File: src/rtl/spi_flash_responder.sv
// SPI mode-0 read-only flash emulator: READ (0x03) and JEDEC ID (0x9F)
// served from an on-chip byte memory, with SPI pins oversampled on clk.
module spi_flash_responder #(
    parameter int unsigned ADDR_W      = 20,
    parameter logic [23:0] JEDEC_ID    = 24'hEF4018,
    parameter int unsigned SYNC_STAGES = 2
) (
    input  logic              clk,
    input  logic              rst_n,
    input  logic              spi_sclk_i,
    input  logic              spi_cs_n_i,
    input  logic              spi_mosi_i,
    output logic              spi_miso_o,
    output logic              spi_miso_oe_o,
    output logic              mem_req_o,
    output logic [ADDR_W-1:0] mem_addr_o,
    input  logic              mem_ack_i,
    input  logic [7:0]        mem_rdata_i,
    output logic              busy_o,
    output logic              underrun_o
);

    typedef enum logic [2:0] {
        IDLE,
        CMD,
        ADDR,
        DATA,
        ID,
        IGNORE
    } state_e;

    state_e state_q, state_d;

    logic [SYNC_STAGES-1:0] sclk_sync_q;
    logic [SYNC_STAGES-1:0] cs_sync_q;
    logic [SYNC_STAGES-1:0] mosi_sync_q;
    logic                   sclk_prev_q;
    logic                   cs_prev_q;

    logic sclk_s;
    logic cs_s;
    logic mosi_s;
    logic sclk_rise;
    logic sclk_fall;
    logic cs_fall;
    logic cs_rise;
    logic ack_ok;

    logic [22:0]       rx_q, rx_d;
    logic [23:0]       tx_q, tx_d;
    logic [4:0]        cnt_q, cnt_d;
    logic              miso_q, miso_d;
    logic              oe_q, oe_d;
    logic              req_q, req_d;
    logic [ADDR_W-1:0] addr_q, addr_d;
    logic [7:0]        buf_q, buf_d;
    logic              buf_vld_q, buf_vld_d;
    logic              underrun_q, underrun_d;
    logic [7:0]        cmd_byte;

    always_ff @(posedge clk or negedge rst_n) begin
        if (!rst_n) begin
            sclk_sync_q <= '0;
            cs_sync_q   <= '0;
            mosi_sync_q <= '0;
            sclk_prev_q <= 1'b0;
            cs_prev_q   <= 1'b0;
        end else begin
            sclk_sync_q <= {sclk_sync_q[SYNC_STAGES-2:0], spi_sclk_i};
            cs_sync_q   <= {cs_sync_q[SYNC_STAGES-2:0], spi_cs_n_i};
            mosi_sync_q <= {mosi_sync_q[SYNC_STAGES-2:0], spi_mosi_i};
            sclk_prev_q <= sclk_s;
            cs_prev_q   <= cs_s;
        end
    end

    assign sclk_s    = sclk_sync_q[SYNC_STAGES-1];
    assign cs_s      = cs_sync_q[SYNC_STAGES-1];
    assign mosi_s    = mosi_sync_q[SYNC_STAGES-1];
    assign sclk_rise = sclk_s & ~sclk_prev_q & ~cs_s;
    assign sclk_fall = ~sclk_s & sclk_prev_q & ~cs_s;
    assign cs_fall   = ~cs_s & cs_prev_q;
    assign cs_rise   = cs_s & ~cs_prev_q;

    // A CS rise withdraws the request at once, so an ack in that cycle is dropped too
    assign mem_req_o = req_q & ~cs_rise;
    assign ack_ok    = mem_ack_i & mem_req_o;
    assign cmd_byte  = {rx_q[6:0], mosi_s};

    always_ff @(posedge clk or negedge rst_n) begin
        if (!rst_n) begin
            state_q <= IDLE;
        end else begin
            state_q <= state_d;
        end
    end

    always_comb begin
        state_d = state_q;
        if (cs_rise) begin
            state_d = IDLE;
        end else begin
            unique case (state_q)
                IDLE: begin
                    if (cs_fall) state_d = CMD;
                end
                CMD: begin
                    if (sclk_rise && cnt_q == 5'd7) begin
                        unique case (cmd_byte)
                            8'h03:   state_d = ADDR;
                            8'h9F:   state_d = ID;
                            default: state_d = IGNORE;
                        endcase
                    end
                end
                ADDR: begin
                    if (sclk_rise && cnt_q == 5'd23) state_d = DATA;
                end
                DATA, ID, IGNORE: state_d = state_q;
                default: state_d = IDLE;
            endcase
        end
    end

    always_comb begin
        busy_o = (state_q != IDLE);
    end

    always_comb begin
        rx_d       = rx_q;
        tx_d       = tx_q;
        cnt_d      = cnt_q;
        miso_d     = miso_q;
        oe_d       = oe_q;
        req_d      = req_q;
        addr_d     = addr_q;
        buf_d      = buf_q;
        buf_vld_d  = buf_vld_q;
        underrun_d = 1'b0;

        if (ack_ok) begin
            buf_d     = mem_rdata_i;
            buf_vld_d = 1'b1;
            req_d     = 1'b0;
        end

        if (cs_rise) begin
            rx_d      = '0;
            tx_d      = '0;
            cnt_d     = '0;
            miso_d    = 1'b0;
            oe_d      = 1'b0;
            req_d     = 1'b0;
            addr_d    = '0;
            buf_d     = '0;
            buf_vld_d = 1'b0;
        end else begin
            unique case (state_q)
                IDLE: begin
                    if (cs_fall) begin
                        cnt_d = '0;
                        rx_d  = '0;
                    end
                end
                CMD: begin
                    if (sclk_rise) begin
                        rx_d  = {rx_q[21:0], mosi_s};
                        cnt_d = (cnt_q == 5'd7) ? 5'd0 : cnt_q + 5'd1;
                        if (cnt_q == 5'd7 && cmd_byte == 8'h9F) tx_d = JEDEC_ID;
                    end
                end
                ADDR: begin
                    if (sclk_rise) begin
                        rx_d = {rx_q[21:0], mosi_s};
                        if (cnt_q == 5'd23) begin
                            cnt_d  = '0;
                            addr_d = ADDR_W'({rx_q, mosi_s});
                            req_d  = 1'b1;
                        end else begin
                            cnt_d = cnt_q + 5'd1;
                        end
                    end
                end
                DATA: begin
                    if (sclk_fall) begin
                        cnt_d = {2'b00, cnt_q[2:0] + 3'd1};
                        oe_d  = 1'b1;
                        if (cnt_q[2:0] == 3'd0) begin
                            // Byte boundary: consume prefetch and fetch the next byte
                            if (buf_vld_q) begin
                                miso_d    = buf_q[7];
                                tx_d      = {buf_q[6:0], 17'd0};
                                buf_vld_d = 1'b0;
                                addr_d    = addr_q + {{(ADDR_W-1){1'b0}}, 1'b1};
                                req_d     = 1'b1;
                            end else begin
                                miso_d     = 1'b1;
                                tx_d       = {7'h7F, 17'd0};
                                underrun_d = 1'b1;
                            end
                        end else begin
                            miso_d = tx_q[23];
                            tx_d   = {tx_q[22:0], 1'b0};
                        end
                    end
                end
                ID: begin
                    if (sclk_fall) begin
                        oe_d   = 1'b1;
                        miso_d = tx_q[23];
                        tx_d   = {tx_q[22:0], 1'b1};
                    end
                end
                IGNORE: oe_d = 1'b0;
                default: oe_d = 1'b0;
            endcase
        end
    end

    always_ff @(posedge clk or negedge rst_n) begin
        if (!rst_n) begin
            rx_q       <= '0;
            tx_q       <= '0;
            cnt_q      <= '0;
            miso_q     <= 1'b0;
            oe_q       <= 1'b0;
            req_q      <= 1'b0;
            addr_q     <= '0;
            buf_q      <= '0;
            buf_vld_q  <= 1'b0;
            underrun_q <= 1'b0;
        end else begin
            rx_q       <= rx_d;
            tx_q       <= tx_d;
            cnt_q      <= cnt_d;
            miso_q     <= miso_d;
            oe_q       <= oe_d;
            req_q      <= req_d;
            addr_q     <= addr_d;
            buf_q      <= buf_d;
            buf_vld_q  <= buf_vld_d;
            underrun_q <= underrun_d;
        end
    end

    assign spi_miso_o    = miso_q;
    assign spi_miso_oe_o = oe_q;
    assign mem_addr_o    = addr_q;
    assign underrun_o    = underrun_q;

endmodule

File: config.mk
export PLATFORM = sky130hd
export DESIGN_NAME = spi_flash_responder
export DESIGN_NICKNAME = d
export VERILOG_FILES = /design/src/rtl/spi_flash_responder.sv
export SDC_FILE = /design/constraint.sdc
export NUM_CORES = 1
export LEC_CHECK = 0
export ABC_CLOCK_PERIOD_IN_PS = 5130
export CELL_PAD_IN_SITES_DETAIL_PLACEMENT = 0
export CELL_PAD_IN_SITES_GLOBAL_PLACEMENT = 2
export CORE_AREA = 2 2 119 121
export CTS_BUF_LIST = sky130_fd_sc_hd__clkbuf_8
export DETAILED_ROUTE_END_ITERATION = 8
export DIE_AREA = 0 0 121 123
export GPL_TIMING_DRIVEN = 1
export HOLD_SLACK_MARGIN = 0.02
export PLACE_DENSITY_LB_ADDON = 0.1
export REMOVE_ABC_BUFFERS = 1
export SLEW_MARGIN = 30
export SYNTH_ARGS = -nofsm -noshare
export SYNTH_HDL_FRONTEND = slang
export SYNTH_SLANG_ARGS = --single-unit
File: constraint.sdc
create_clock -name clk -period 5.13 [get_ports clk]
set_input_delay 1.026 -clock clk [delete_from_list [all_inputs] [get_ports clk]]
set_output_delay 1.026 -clock clk [all_outputs]
set_load 0.01 [all_outputs]
Word-level counts from Yosys, hierarchy flattened
Index checks and enable logic that the tools add are counted.
{"block": "totals", "reg_bits": 92, "latch_bits": 0, "ramBits": 0, "romBits": 0, "mem_count": 0}
{"block": "op_classes", "add_sub_neg": 3, "mul": 0, "div": 0, "magnitude_cmp": 0, "eq_ne": 24, "shifts": 0, "mux": 63, "bitwise_logic": 13, "n_reduce_logical": 23}
{"cell": "24-bit two-way mux", "count": 7}
{"cell": "20-bit two-way mux", "count": 6}
{"cell": "24-bit one-hot mux with 3 select lines", "count": 1}
{"cell": "19-bit two-way mux", "count": 3}
{"cell": "20-bit one-hot mux with 2 select lines", "count": 1}
{"cell": "19-bit one-hot mux with 2 select lines", "count": 1}
{"cell": "5-bit two-way mux", "count": 7}
{"cell": "3-bit inequality test, second input constant", "count": 11}
{"cell": "1-bit two-way mux", "count": 25}
{"cell": "20-bit by 1-bit adder with 20-bit output, second input constant", "count": 1}
{"cell": "5-bit one-hot mux with 4 select lines", "count": 1}
{"cell": "8-bit two-way mux", "count": 2}
{"cell": "3-bit two-way mux", "count": 4}
{"cell": "3-bit one-hot mux with 4 select lines", "count": 1}
{"cell": "3-bit nonzero test", "count": 4}
{"cell": "5-bit AND reduction", "count": 2}
{"cell": "1-bit bitwise AND", "count": 8}
{"cell": "8-bit by 2-bit equality test with 1-bit output, second input constant", "count": 1}
{"cell": "8-bit equality test, second input constant", "count": 1}
{"cell": "3-bit by 2-bit equality test with 1-bit output, second input constant", "count": 2}
{"cell": "3-bit equality test, second input constant", "count": 2}
{"cell": "3-bit logical NOT", "count": 2}
{"cell": "3-bit by 1-bit inequality test with 1-bit output, second input constant", "count": 2}
{"cell": "1-bit one-hot mux with 2 select lines", "count": 3}
{"cell": "other kinds (19)", "count": 28}

Depth between registers and ports, before layout
{"block": "logic_depth", "depth_word": 11, "depth_mapped": 9, "depth_no_buf": 7}

Worst setup path before layout
Ideal clock, no wire load.
{"block": "synth_timing", "path_type": "reg2out", "startpoint": "register cs_sync_q[1]", "endpoint": "output port mem_req_o", "arrival_ns": 1.042, "path_slack_ns": 3.062, "stages_incl_launch_ff": 4, "n_path_buf": 1, "path_cell_list": "dfrtp_1 > ha_1 > buf_2 > nor2_1"}
{"block": "synth_via", "elab_chain_len": 3}
{"item": "start, declared", "line_no": "35", "source": "logic [SYNC_STAGES-1:0] cs_sync_q;"}
{"item": "start signal, assigned", "line_no": "70", "source": "cs_sync_q <= {cs_sync_q[SYNC_STAGES-2:0], spi_cs_n_i};"}
{"item": "1-bit bitwise AND", "line_no": "83", "source": "assign cs_rise = cs_s & ~cs_prev_q;"}
{"item": "1-bit NOT", "line_no": "86", "source": "assign mem_req_o = req_q & ~cs_rise;"}
{"item": "1-bit bitwise AND", "line_no": "86"}
{"item": "end, declared", "line_no": "15", "source": "output logic mem_req_o,"}
Every way passes these cells.

Worst setup path in the final report
{"block": "layout_timing", "startpoint": "register state_q[0]", "endpoint": "output port busy_o"}
{"block": "layout_via", "elab_chain_len": 1}
{"item": "start, declared", "line_no": "32", "source": "state_e state_q, state_d;"}
{"item": "start signal, assigned", "line_no": "94", "source": "state_q <= state_d;"}
{"item": "3-bit nonzero test", "line_no": "126", "source": "busy_o = (state_q != IDLE);"}
{"item": "end, declared", "line_no": "19", "source": "output logic busy_o,"}
Every way passes these cells.

==> impl_metrics.ini <==
[clock_network]
cts_resized = 0
clk_latency_ps = 390
clock-sinks = 92
clk_pin_slew_worst_paths_ps = 80
numCtsBuffers = 9
cts_buffer_depth = 2
cts_max_level = 3
hold_buffers = 0
tritoncts = yes
cts_root_buf = clkbuf_8
cts_setup_buffers = 0

[synthesis]
netlist_instances = 512
ys_ff_latch = 92
synth-seq-area-share_pct = 48.1
synthTopCellsByArea = dfrtp_1 (48%), nand2_1 (4.4%), mux2i_1 (4.2%)
syn-cell-area_um2 = 4790
synth_cell_types = 60
synth_area_per_cell_um2 = 9.35
synth_top_area_cell = dfrtp_1
yosys_warnings = 0
yosysTopAreaCellShare_pct = 48.1
async_reset_ff_share_pct = 100
ys.flop_type = dfrtp_1
synth_edf_count = 0

[sta]
finalSetupViolations = 0
clock.fmax_mhz = 324
finalSetupTns_ps = 0
slew_viol_final = 0
post-route-period-util_pct = 60.2
hold_viol = 0
max_slew.worst_pin.slew_ps = 773
skew_ps = 10.6
relSlewSlack_pct = 48.4
rsz0062_at_grt = no
min_period_ps = 3090

[critical_path]
critPathBufInv = 2
cp_slowest_stage_delay_ps = 640
arrival_ps = 2060
start_kind = register
path_cells = nor3_1 -> inv_1 -> clkdlybuf4s50_1
cp_top_family = flip-flops
crit_slowest_cell = dfrtp_1
critPathKind = register to primary output
cp_max_fo = 23
end_kind = primary output
crit_required_ps = 4100

[place]
gp_congestion = 0.752
dpl.hpwl_mm = 8.15
dp.cells = 705
portBuffers = 38

[grt]
grt.total_usage_pct = 18.2
grt_pass1_vias = 3925
grt_max_degree = 48
gr-total-overflow = 0
antenna_found_initial = 0
grt_pass1_wl_mm = 20.9

[min_path]
min_path_type = register to register

[status]
status = finished clean

[route]
ant_nets = 0
top_layer = met4
drt_wl_total_mm = 12.4
drt_iter0_markers = 303
drt-pass1-iter-count = 4
met2_length_mm = 5.53
post_drt_wl_per_cell_um = 17.3
routed_via_density = 5.38
met1_length_mm = 6.24
wl_met3_um = 453
vias = 3877
drc_errors = 0

[floorplanning]
initial_core_util_pct = 35.2
core-area_um2 = 13600
die_y_um = 123
rows = 43
io_pins = 39
die_area_um2 = 14900
dieWidth_um = 121

[layout]
area_delta_synth_final_pct = 14.7
fin_util_pct = 40.4
mostFrequentLayoutCell = dfrtp_1
drive_above_1_share_pct = 6.48
fillCellCount = 1385
antenna_cells = 0
nets = 554
final_cell_mix = dfrtp_1 (92), nand2_1 (56), clkdlybuf4s50_1 (37)
fin_cells = 720

[run]
drv_cap = 0

[power]
p_total_w = 0.00156
ir_drop_v = 0.000226
p_leak_nw = 2.26
powerDensity_nw_per_um2 = 283
==> state kept, by name, summed over array words and instances, names as in the netlist <==
register	flops
tx_q	24
mem_addr_o	20
rx_q	19
buf_q	8
cnt_q	5
state_q	3
cs_sync_q	2
mosi_sync_q	2
sclk_sync_q	2
buf_vld_q	1
cs_prev_q	1
req_q	1
sclk_prev_q	1
spi_miso_o	1
spi_miso_oe_o	1
underrun_o	1
==> routing by layer <==
| metal | track usage [%] | vias to the layer above |
|---|---|---|
| met1 | 24.4 | 1891 |
| met3 | 4.57 | 19 |
| li1 | - | 1898 |
| met5 | 0 | - |
| met2 | 29.0 | 69 |
| met4 | 5.74 | 0 |
==> logic make-up (layout without fill, tap and decap cells) <==
group           count (synthesis)  count (layout)  synth area share (%)
simple gates                  179             179                  19.4
xor+xnor                        2               2                 0.366
fa+ha+maj                       4               4                  1.04
buf+inv                        62              90                  5.93
mux                            20              20                  4.18
compound gates                153             153                  21.0
flops                          92              92                  48.1
==> final timing paths <==
path / from / cells past startpoint / to / slack, ps
setup / recovery: state_q[0]$_DFFE_PN0P_ / 3 / busy_o / 2040
setup reg to reg: cs_sync_q[1]$_DFF_PN0_ / 7 / tx_q[8]$_DFFE_PN0P_ / 2320
max in group asynchronous: rst_n / 2 / state_q[2]$_DFFE_PN0P_ / 3420
hold reg to reg: sclk_sync_q[0]$_DFF_PN0_ / 0 / sclk_sync_q[1]$_DFF_PN0_ / 350
hold / removal: sclk_sync_q[0]$_DFF_PN0_ / 0 / sclk_sync_q[1]$_DFF_PN0_ / 350
min in group asynchronous: rst_n / 1 / buf_q[1]$_DFFE_PN0P_ / 640
==> power breakdown <==
group	switching (W)	leakage (nW)	internal [W]
registers	0.0000435	1.25	0.000761
logic	0.000135	0.915	0.0000855
clock network	0.000269	0.101	0.000263
total	0.000447	2.26	0.00111
==> final cells by class <==
| cell class | instances | area (µm²) | share of cell area (%) |
|---|---|---|---|
| Timing Repair Buffer | 45 | 430 | 7.84 |
| Tap cell | 180 | 225 | 4.10 |
| Multi-Input combinational cell | 358 | 2210 | 40.3 |
| Inverter | 30 | 113 | 2.05 |
| Clock inverter | 3 | 45.0 | 0.820 |
| Clock buffer | 12 | 165 | 3.01 |
| Sequential cell | 92 | 2300 | 41.9 |
==> synth_stat cells (all sizes together), types with 4 or more instances <==
cell and instances:
nor3 14, o21ai 54, inv 30, o22a 7, dfrtp 92, a22oi 5
nand2 56, nor2 32, nand2b 13, a31oi 7, buf 14, o22ai 8
o31ai 6, nand4 7, clkbuf 18, nor2b 8, ha 4, nor4b 4
nand3 13, nor3b 6, and3 5, mux2i 20, a21oi 29, a22o 12
nor4 5
==> worst reg2reg max path, stage by stage, from the launching register on <==
cell and delay, ps:
dfrtp_1 440, ha_1 290, buf_4 280, nor2_1 270, nand2_1 350, o22a_1 330
nor2_1 560, a22o_1 240
==> stage by stage <==
| step | hold WS (ps) | setup slack (ps) | cell area, µm² |
|---|---|---|---|
| after global placement | 333 | 2410 | 5280 |
| after CTS | 357 | 1990 | 5490 |
| after floorplan | 331 | 2120 | 4620 |
| after global routing | 361 | 1860 | 5490 |
| final | 353 | 2040 | 5490 |
| after detailed placement | 336 | 2310 | 5280 |
(Power assumes the default switching activity.)
